===== config.mk =====
export PLATFORM = sky130hd
export DESIGN_NAME = count_ctrl_flat
export DESIGN_NICKNAME = d
export VERILOG_FILES = /design/src/rtl/count_pkg.sv /design/src/rtl/count_ctrl_if.sv /design/src/rtl/btn_debounce.sv /design/src/rtl/count_ctrl.sv /design/src/flat_wrapper.sv
export SDC_FILE = /design/constraint.sdc
export NUM_CORES = 1
export LEC_CHECK = 0
export CORE_UTILIZATION = 50
export DETAILED_ROUTE_END_ITERATION = 7
export PLACE_DENSITY = 0.69
export SLEW_MARGIN = 20
export SYNTH_ARGS = -nofsm -noshare
export SYNTH_HDL_FRONTEND = slang
export SYNTH_SLANG_ARGS = --single-unit
export TNS_END_PERCENT = 20

===== constraint.sdc =====
create_clock -name clk -period 7.37 [get_ports clk]
set_clock_uncertainty 0.15 [all_clocks]
set_input_delay 1.474 -clock clk [delete_from_list [all_inputs] [get_ports clk]]
set_output_delay 1.474 -clock clk [all_outputs]
set_load 0.005 [all_outputs]

===== src/rtl/count_pkg.sv =====
// rtl/count_pkg.sv - shared FSM state type and counter-width helper for count_ctrl
//
// Contents:
//   state_t   - control FSM states (ST_IDLE, ST_RUN, ST_PAUSE)
//   cnt_width - bits needed for a counter that spans 0..n-1
package count_pkg;

    typedef enum logic [1:0] {
        ST_IDLE  = 2'd0,
        ST_RUN   = 2'd1,
        ST_PAUSE = 2'd2
    } state_t;

    // Width of a counter holding 0..n-1. Never below one bit, so that a
    // divide-by-2 prescaler or a single-cycle debounce still elaborates.
    function automatic int cnt_width(input int n);
        return (n <= 2) ? 1 : $clog2(n);
    endfunction

endpackage


===== src/rtl/count_ctrl_if.sv =====
// rtl/count_ctrl_if.sv - board-side signal bundle between the panel and count_ctrl
//
// Signals:
//   btn_start_stop, btn_clear - raw push-buttons, high = pressed
//   sw_dir                    - count direction switch, 1 = up
//   sw_load                   - preset-load enable switch, level-sensitive
//   load_val[N-1:0]           - preset value from the switches
//   count_out[N-1:0]          - registered count towards the display stage
//   running                   - FSM is in RUN
//   wrap                      - one-cycle pulse when a tick wraps the count
// Modports:
//   master - the board / panel side that drives buttons and switches
//   slave  - count_ctrl itself
interface count_ctrl_if #(
    parameter int N = 10
);

    logic         btn_start_stop;
    logic         btn_clear;
    logic         sw_dir;
    logic         sw_load;
    logic [N-1:0] load_val;
    logic [N-1:0] count_out;
    logic         running;
    logic         wrap;

    modport master (
        output btn_start_stop,
        output btn_clear,
        output sw_dir,
        output sw_load,
        output load_val,
        input  count_out,
        input  running,
        input  wrap
    );

    modport slave (
        input  btn_start_stop,
        input  btn_clear,
        input  sw_dir,
        input  sw_load,
        input  load_val,
        output count_out,
        output running,
        output wrap
    );

endinterface


===== src/rtl/btn_debounce.sv =====
// rtl/btn_debounce.sv - 2-flop synchroniser, debouncer and press-pulse generator
//
// Parameters:
//   DEB_CYCLES - consecutive disagreeing cycles needed before the level flips
// Ports:
//   clk   - system clock, rising edge
//   rst_n - synchronous active-low reset
//   raw   - asynchronous button input, high = pressed
//   level - debounced button level
//   press - one-cycle pulse on each 0->1 transition of level
module btn_debounce
    import count_pkg::*;
#(
    parameter int DEB_CYCLES = 500_000
) (
    input  logic clk,
    input  logic rst_n,
    input  logic raw,
    output logic level,
    output logic press
);

    localparam int            CW       = cnt_width(DEB_CYCLES);
    localparam logic [CW-1:0] DEB_LAST = CW'(DEB_CYCLES - 1);

    logic          sync_1;
    logic          sync_2;
    logic          level_d;
    logic [CW-1:0] diff_cnt;

    always_ff @(posedge clk) begin
        if (!rst_n) begin
            sync_1   <= 1'b0;
            sync_2   <= 1'b0;
            level    <= 1'b0;
            level_d  <= 1'b0;
            press    <= 1'b0;
            diff_cnt <= '0;
        end else begin
            sync_1  <= raw;
            sync_2  <= sync_1;
            level_d <= level;
            // Registered edge detect: the pulse appears the cycle after
            // the level flips and is exactly one cycle wide.
            press   <= level & ~level_d;

            // diff_cnt counts consecutive cycles in which the synchronised
            // input disagrees with the accepted level; any agreeing cycle
            // throws the partial count away, so bounces never accumulate.
            if (sync_2 != level) begin
                if (diff_cnt == DEB_LAST) begin
                    level    <= sync_2;
                    diff_cnt <= '0;
                end else begin
                    diff_cnt <= diff_cnt + CW'(1);
                end
            end else begin
                diff_cnt <= '0;
            end
        end
    end

endmodule


===== src/rtl/count_ctrl.sv =====
// rtl/count_ctrl.sv - prescaled up/down event counter with start/stop/clear control
//
// Parameters:
//   N          - count width, equal to the display stage input width
//   CLK_HZ     - system clock frequency
//   TICK_HZ    - count rate while running; DIV = CLK_HZ / TICK_HZ (>= 2)
//   MAX_COUNT  - wrap limit, < 2**N and <= 9999
//   DEB_CYCLES - button debounce stable-cycle requirement
// Ports:
//   clk   - system clock, rising edge
//   rst_n - synchronous active-low reset
//   bus   - count_ctrl_if slave: buttons, switches, preset in; count,
//           running and wrap out
module count_ctrl
    import count_pkg::*;
#(
    parameter int N          = 10,
    parameter int CLK_HZ     = 50_000_000,
    parameter int TICK_HZ    = 10,
    parameter int MAX_COUNT  = 999,
    parameter int DEB_CYCLES = 500_000
) (
    input  logic         clk,
    input  logic         rst_n,
    count_ctrl_if.slave  bus
);

    localparam int            DIV      = CLK_HZ / TICK_HZ;
    localparam int            PW       = cnt_width(DIV);
    localparam logic [PW-1:0] DIV_LAST = PW'(DIV - 1);
    localparam logic [N-1:0]  MAX_VAL  = N'(MAX_COUNT);

    // ------------------------------------------------------------------
    // Button conditioning
    // ------------------------------------------------------------------
    logic ss_level;
    logic ss_press;
    logic clr_level;
    logic clr_press;

    btn_debounce #(
        .DEB_CYCLES (DEB_CYCLES)
    ) u_deb_start_stop (
        .clk   (clk),
        .rst_n (rst_n),
        .raw   (bus.btn_start_stop),
        .level (ss_level),
        .press (ss_press)
    );

    btn_debounce #(
        .DEB_CYCLES (DEB_CYCLES)
    ) u_deb_clear (
        .clk   (clk),
        .rst_n (rst_n),
        .raw   (bus.btn_clear),
        .level (clr_level),
        .press (clr_press)
    );

    // Only the press pulses steer the FSM; the debounced levels are
    // gathered here so they are visibly consumed.
    logic unused_levels;
    assign unused_levels = ss_level | clr_level;

    // ------------------------------------------------------------------
    // Switch synchronisers
    // ------------------------------------------------------------------
    logic dir_s1;
    logic dir_s2;
    logic load_s1;
    logic load_s2;

    always_ff @(posedge clk) begin
        if (!rst_n) begin
            dir_s1  <= 1'b0;
            dir_s2  <= 1'b0;
            load_s1 <= 1'b0;
            load_s2 <= 1'b0;
        end else begin
            dir_s1  <= bus.sw_dir;
            dir_s2  <= dir_s1;
            load_s1 <= bus.sw_load;
            load_s2 <= load_s1;
        end
    end

    // ------------------------------------------------------------------
    // Control FSM
    // ------------------------------------------------------------------
    state_t state;
    state_t state_next;

    always_ff @(posedge clk) begin
        if (!rst_n) begin
            state <= ST_IDLE;
        end else begin
            state <= state_next;
        end
    end

    always_comb begin
        state_next = state;
        case (state)
            ST_IDLE:  if (ss_press) state_next = ST_RUN;
            ST_RUN:   if (ss_press) state_next = ST_PAUSE;
            ST_PAUSE: if (ss_press) state_next = ST_RUN;
            default:  state_next = ST_IDLE;
        endcase
        // Clear wins over a start/stop press arriving in the same cycle.
        if (clr_press) begin
            state_next = ST_IDLE;
        end
    end

    // ------------------------------------------------------------------
    // Prescaler: runs in RUN, keeps its phase in PAUSE, zero in IDLE
    // ------------------------------------------------------------------
    logic [PW-1:0] presc;
    logic          tick;

    assign tick = (state == ST_RUN) && (presc == DIV_LAST);

    always_ff @(posedge clk) begin
        if (!rst_n) begin
            presc <= '0;
        end else begin
            case (state)
                ST_RUN:   presc <= tick ? '0 : presc + PW'(1);
                ST_PAUSE: presc <= presc;
                default:  presc <= '0;
            endcase
        end
    end

    // ------------------------------------------------------------------
    // Count datapath
    // ------------------------------------------------------------------
    logic [N-1:0] count_q;
    logic         wrap_q;
    logic         running_q;
    logic [N-1:0] load_clamped;

    assign load_clamped = (bus.load_val > MAX_VAL) ? MAX_VAL : bus.load_val;

    always_ff @(posedge clk) begin
        if (!rst_n) begin
            count_q   <= '0;
            wrap_q    <= 1'b0;
            running_q <= 1'b0;
        end else begin
            wrap_q    <= 1'b0;
            // Decoded from the next state so running changes on the same
            // edge as the state register, from a flop rather than gates.
            running_q <= (state_next == ST_RUN);

            if (clr_press) begin
                // Clear also swallows a coincident tick and its wrap.
                count_q <= '0;
            end else if (tick) begin
                // Bounds are compared before stepping so the count never
                // relies on N-bit overflow to come back into range.
                if (dir_s2) begin
                    if (count_q == MAX_VAL) begin
                        count_q <= '0;
                        wrap_q  <= 1'b1;
                    end else begin
                        count_q <= count_q + N'(1);
                    end
                end else begin
                    if (count_q == '0) begin
                        count_q <= MAX_VAL;
                        wrap_q  <= 1'b1;
                    end else begin
                        count_q <= count_q - N'(1);
                    end
                end
            end else if ((state != ST_RUN) && load_s2) begin
                count_q <= load_clamped;
            end
        end
    end

    assign bus.count_out = count_q;
    assign bus.running   = running_q;
    assign bus.wrap      = wrap_q;

endmodule


===== src/flat_wrapper.sv =====
// flat-port wrapper written by rule: the top's interface ports become plain ports
module count_ctrl_flat import count_pkg::*;
#(
    parameter int N          = 10,
    parameter int CLK_HZ     = 50_000_000,
    parameter int TICK_HZ    = 10,
    parameter int MAX_COUNT  = 999,
    parameter int DEB_CYCLES = 500_000
)
  (clk, rst_n, bus_btn_start_stop, bus_btn_clear, bus_sw_dir, bus_sw_load, bus_load_val, bus_count_out, bus_running, bus_wrap);
  count_ctrl_if #(.N(N)) bus_i ();
  input  logic clk;
  input  logic rst_n;
  input wire logic [$bits(bus_i.btn_start_stop)-1:0] bus_btn_start_stop;
  input wire logic [$bits(bus_i.btn_clear)-1:0] bus_btn_clear;
  input wire logic [$bits(bus_i.sw_dir)-1:0] bus_sw_dir;
  input wire logic [$bits(bus_i.sw_load)-1:0] bus_sw_load;
  input wire logic [$bits(bus_i.load_val)-1:0] bus_load_val;
  output wire logic [$bits(bus_i.count_out)-1:0] bus_count_out;
  output wire logic [$bits(bus_i.running)-1:0] bus_running;
  output wire logic [$bits(bus_i.wrap)-1:0] bus_wrap;
  assign bus_i.btn_start_stop = bus_btn_start_stop;
  assign bus_i.btn_clear = bus_btn_clear;
  assign bus_i.sw_dir = bus_sw_dir;
  assign bus_i.sw_load = bus_sw_load;
  assign bus_i.load_val = bus_load_val;
  assign bus_count_out = bus_i.count_out;
  assign bus_running = bus_i.running;
  assign bus_wrap = bus_i.wrap;
  count_ctrl #(.N(N), .CLK_HZ(CLK_HZ), .TICK_HZ(TICK_HZ), .MAX_COUNT(MAX_COUNT), .DEB_CYCLES(DEB_CYCLES)) u_core (.clk(clk), .rst_n(rst_n), .bus(bus_i));
endmodule

==> summary.txt <==
Run status
  – Status: finished, final reports clean

Yosys
  – Commonest cells in the netlist: dfxtp_1, nor2_1, nand2_1
  – Post-synth EDFFs: 0
  – Ys async rst share: 0%
  – Ys flop type: dfxtp_1
  – Area contributors post-synth: dfxtp_1, nor2_1, xor2_1
  – Post-synth top area share: roughly two fifths
  – Mapped Cells: 515
  – Net count after synthesis: between 500 and 600
  – Seq cells post-synth: 89
  – Post-Syn Area per Cell: 8.34 µm²
  – Yosys warns: 0
  – Synth cell types: 53
  – Largest area contributor in the netlist: dfxtp_1
  – Seq/Total Area, Yosys: 41.5%
  – Mapped cell area: between 4000 and 5000 µm²
  – Top-count cell post-synth: dfxtp_1

Drt
  – Final wirelength: around 8700 µm
  – Initial DRC Count: 165
  – ANT nets after route: 0
  – Routed length per instance: between 10 and 15 µm
  – TritonRoute pass-1 iters: 5
  – Via count: approximately 3700
  – Drt drc: 0
  – Via-to-Cell Ratio: approximately 5.7

Cells and area
  – Fill count: approximately 770
  – Layout cells sized above 1: 6.12%
  – ANT cells: 0
  – Layout Cells excl Fill: around 640
  – Layout area overhead: 12.0%
  – Layout net count: 555

Clock network
  – Clock Sinks: a little under 90
  – CTS resizes: 0
  – # hold bufs at CTS: 0
  – Clock latency on the worst-skew pair: 0.36 ns
  – Root Buffer: clkbuf_8
  – Num CTS Buffers: 9
  – CTS H-tree lvls: 3
  – Worst-path clk slew: roughly 0.08 ns
  – Worst-case clock buffer depth: 2
  – Post-CTS Setup Bufs: 0
  – CTS tree: built

Timing
  – Setup Viol. Count Final: 0
  – Worst Hold Slack: about 0.24 ns
  – Final hold vios: 0
  – Slew Limit Fails: 0
  – Crit share post-route: roughly half
  – Worst slew pin tran: between 1 and 1.5 ns
  – Tmin final: around 3.7 ns
  – Relative slew slack: roughly 31%
  – Setup Total Neg Slack: 0 ns
  – RSZ-0062 raised after global routing: no
  – Fmax: about 0.27 GHz
  – Final WS setup: between 3 and 4 ns

Global routing
  – First-pass GRT wire length: 14600 µm
  – All-Layer GR Usage: 20.5%
  – Initial antenna violation count: 0
  – Largest net degree at the start of global routing: 26
  – Number of global-route vias before repair: between 3000 and 4000
  – Total grt overflow: 0

Setup path
  – CP Buf/Inv Count: 1
  – CP Capture Type: register
  – WS Path Type: in2reg
  – Critical R2R Capture: u_core.bus.count_out[2]
  – Worst Path Max Fanout: 25
  – R2r startpoint: u_core.presc[12]
  – Max incr delay on CP: about 0.9 ns
  – Worst EP arrival: ~3.8 ns
  – CP Data Required Time: approximately 7.5 ns
  – FF-to-FF path depth: 5
  – CP Launch Type: primary input
  – Critical Path, Cell by Cell: clkdlybuf4s50_1 -> nand2_1 -> a21oi_1 -> or3b_2 -> nand3_1
  – Setup crit start: rst_n
  – R2R setup slack: ~4.3 ns
  – Slowest-stage cell, CP: clkdlybuf4s50_1
  – Crit path max-delay family: buffers and inverters

Min path
  – HP Class: reg2reg
  – Hold path cells: 1
  – Hold path startpoint: u_core.u_deb_start_stop.level_d
  – Hold Crit Endpoint: u_core.u_deb_start_stop.press

Pwr
  – PD cells: 178 nW/µm²
  – VDD IR max: about 130 µV
  – Leakage: 1.61 nW

Placement
  – Dpl hpwl: around 6000 µm
  – Port bufs: 27
  – GPL Wtd Cong: 0.854
  – Setup WS pre-CTS: between 3 and 4 ns
  – DP Cell Count: around 630

Die
  – DIE WIDTH: about 95 µm
  – Die H: 94.7 µm
  – # IOs: 28
  – Initial Utilization: approximately 52%
  – Core area: 8260 µm²
  – Rows: 33
  – Die outline area: between 8000 and 9000 µm²

Job
  – Max cap viols: 0
-- logic make-up (layout without fill, tap and decap cells) --
logic type | after synthesis | after routing | synth area share [%]
buf+inv | 29 | 53 | 2.54
xor+xnor | 50 | 50 | 10.2
fa+ha+maj | 5 | 5 | 1.46
flops | 89 | 89 | 41.5
simple gates | 272 | 272 | 33.0
mux | 8 | 8 | 2.01
compound gates | 62 | 62 | 9.32
-- worst reg2reg max path: stages, from the launching register on --
cell	delay (ns)
dfxtp_1	0.38
or4_1	0.53
or4_1	0.56
nor3_1	0.84
a221oi_1	0.18
nor4_1	0.32
-- per-stage QoR --
stage	utilization (%)	power, mW	cell area (µm²)
global placement	56.1	0.556	4630
detailed placement	56.1	0.557	4630
finish	58.3	0.858	4810
global route	58.3	0.890	4810
CTS	58.3	0.863	4810
floorplan	-	0.536	4290
-- registers in the layout, indices dropped and copies added (netlist names), 2 cells and up --
signal,count
u_core.state,2
u_core.presc,23
u_core.u_deb_clear.diff_cnt,19
u_core.u_deb_start_stop.diff_cnt,19
u_core.bus.count_out,10
-- area by class of cell --
| type | count | area, µm² | share of cell area [%] |
|---|---|---|---|
| Timing Repair Buffer | 29 | 285 | 5.93 |
| Sequential cell | 89 | 1780 | 37.0 |
| Clock inverter | 6 | 41.3 | 0.858 |
| Inverter | 8 | 30.0 | 0.624 |
| Multi-Input combinational cell | 397 | 2400 | 50.0 |
| Clock buffer | 10 | 138 | 2.86 |
| Tap cell | 105 | 131 | 2.73 |
-- power breakdown --
| group | switching, mW | internal [mW] |
|---|---|---|
| registers | 0.00782 | 0.485 |
| logic | 0.0243 | 0.0292 |
| clock network | 0.179 | 0.133 |
-- layout by cell type, fill, tap and decap left out, types with 6 or more instances in the layout --
cell type,instances
dfxtp_1,89
nor2_1,78
nand2_1,43
nand3_1,30
xor2_1,29
clkdlybuf4s50_1,27
nand4_1,22
xnor2_1,21
a21oi_1,17
nor3_1,13
and3_1,13
o21ai_0,12
and2_1,11
nor2b_1,10
clkbuf_8,10
a31oi_1,9
inv_1,8
and4_1,7
nor4_1,7
or4_1,6
or3_1,6
-- per-layer routing --
layer  part of all wire (%)  vias to the layer above  global-route usage, %
met5                      0                        -                      0
met4                    1.8                        0                   8.46
met3                    5.8                       13                   3.14
met2                     43                      115                   30.6
met1                     49                     1695                   29.3
li1                       -                     1862                      -
-- worst max-delay path by stage --
| stage | end | slack, ns | cells past startpoint |
|---|---|---|---|
| floorplan | u_core.bus.count_out[3] | 4.78 | 5 |
| global placement | u_core.presc[16] | 3.45 | 5 |
| detailed placement | u_core.presc[21] | 3.38 | 5 |
| CTS | u_core.presc[21] | 3.74 | 5 |
| global route | u_core.presc[16] | 3.53 | 5 |
| finish | u_core.presc[21] | 3.68 | 5 |
Note: power is estimated with default switching activity, not from simulation.
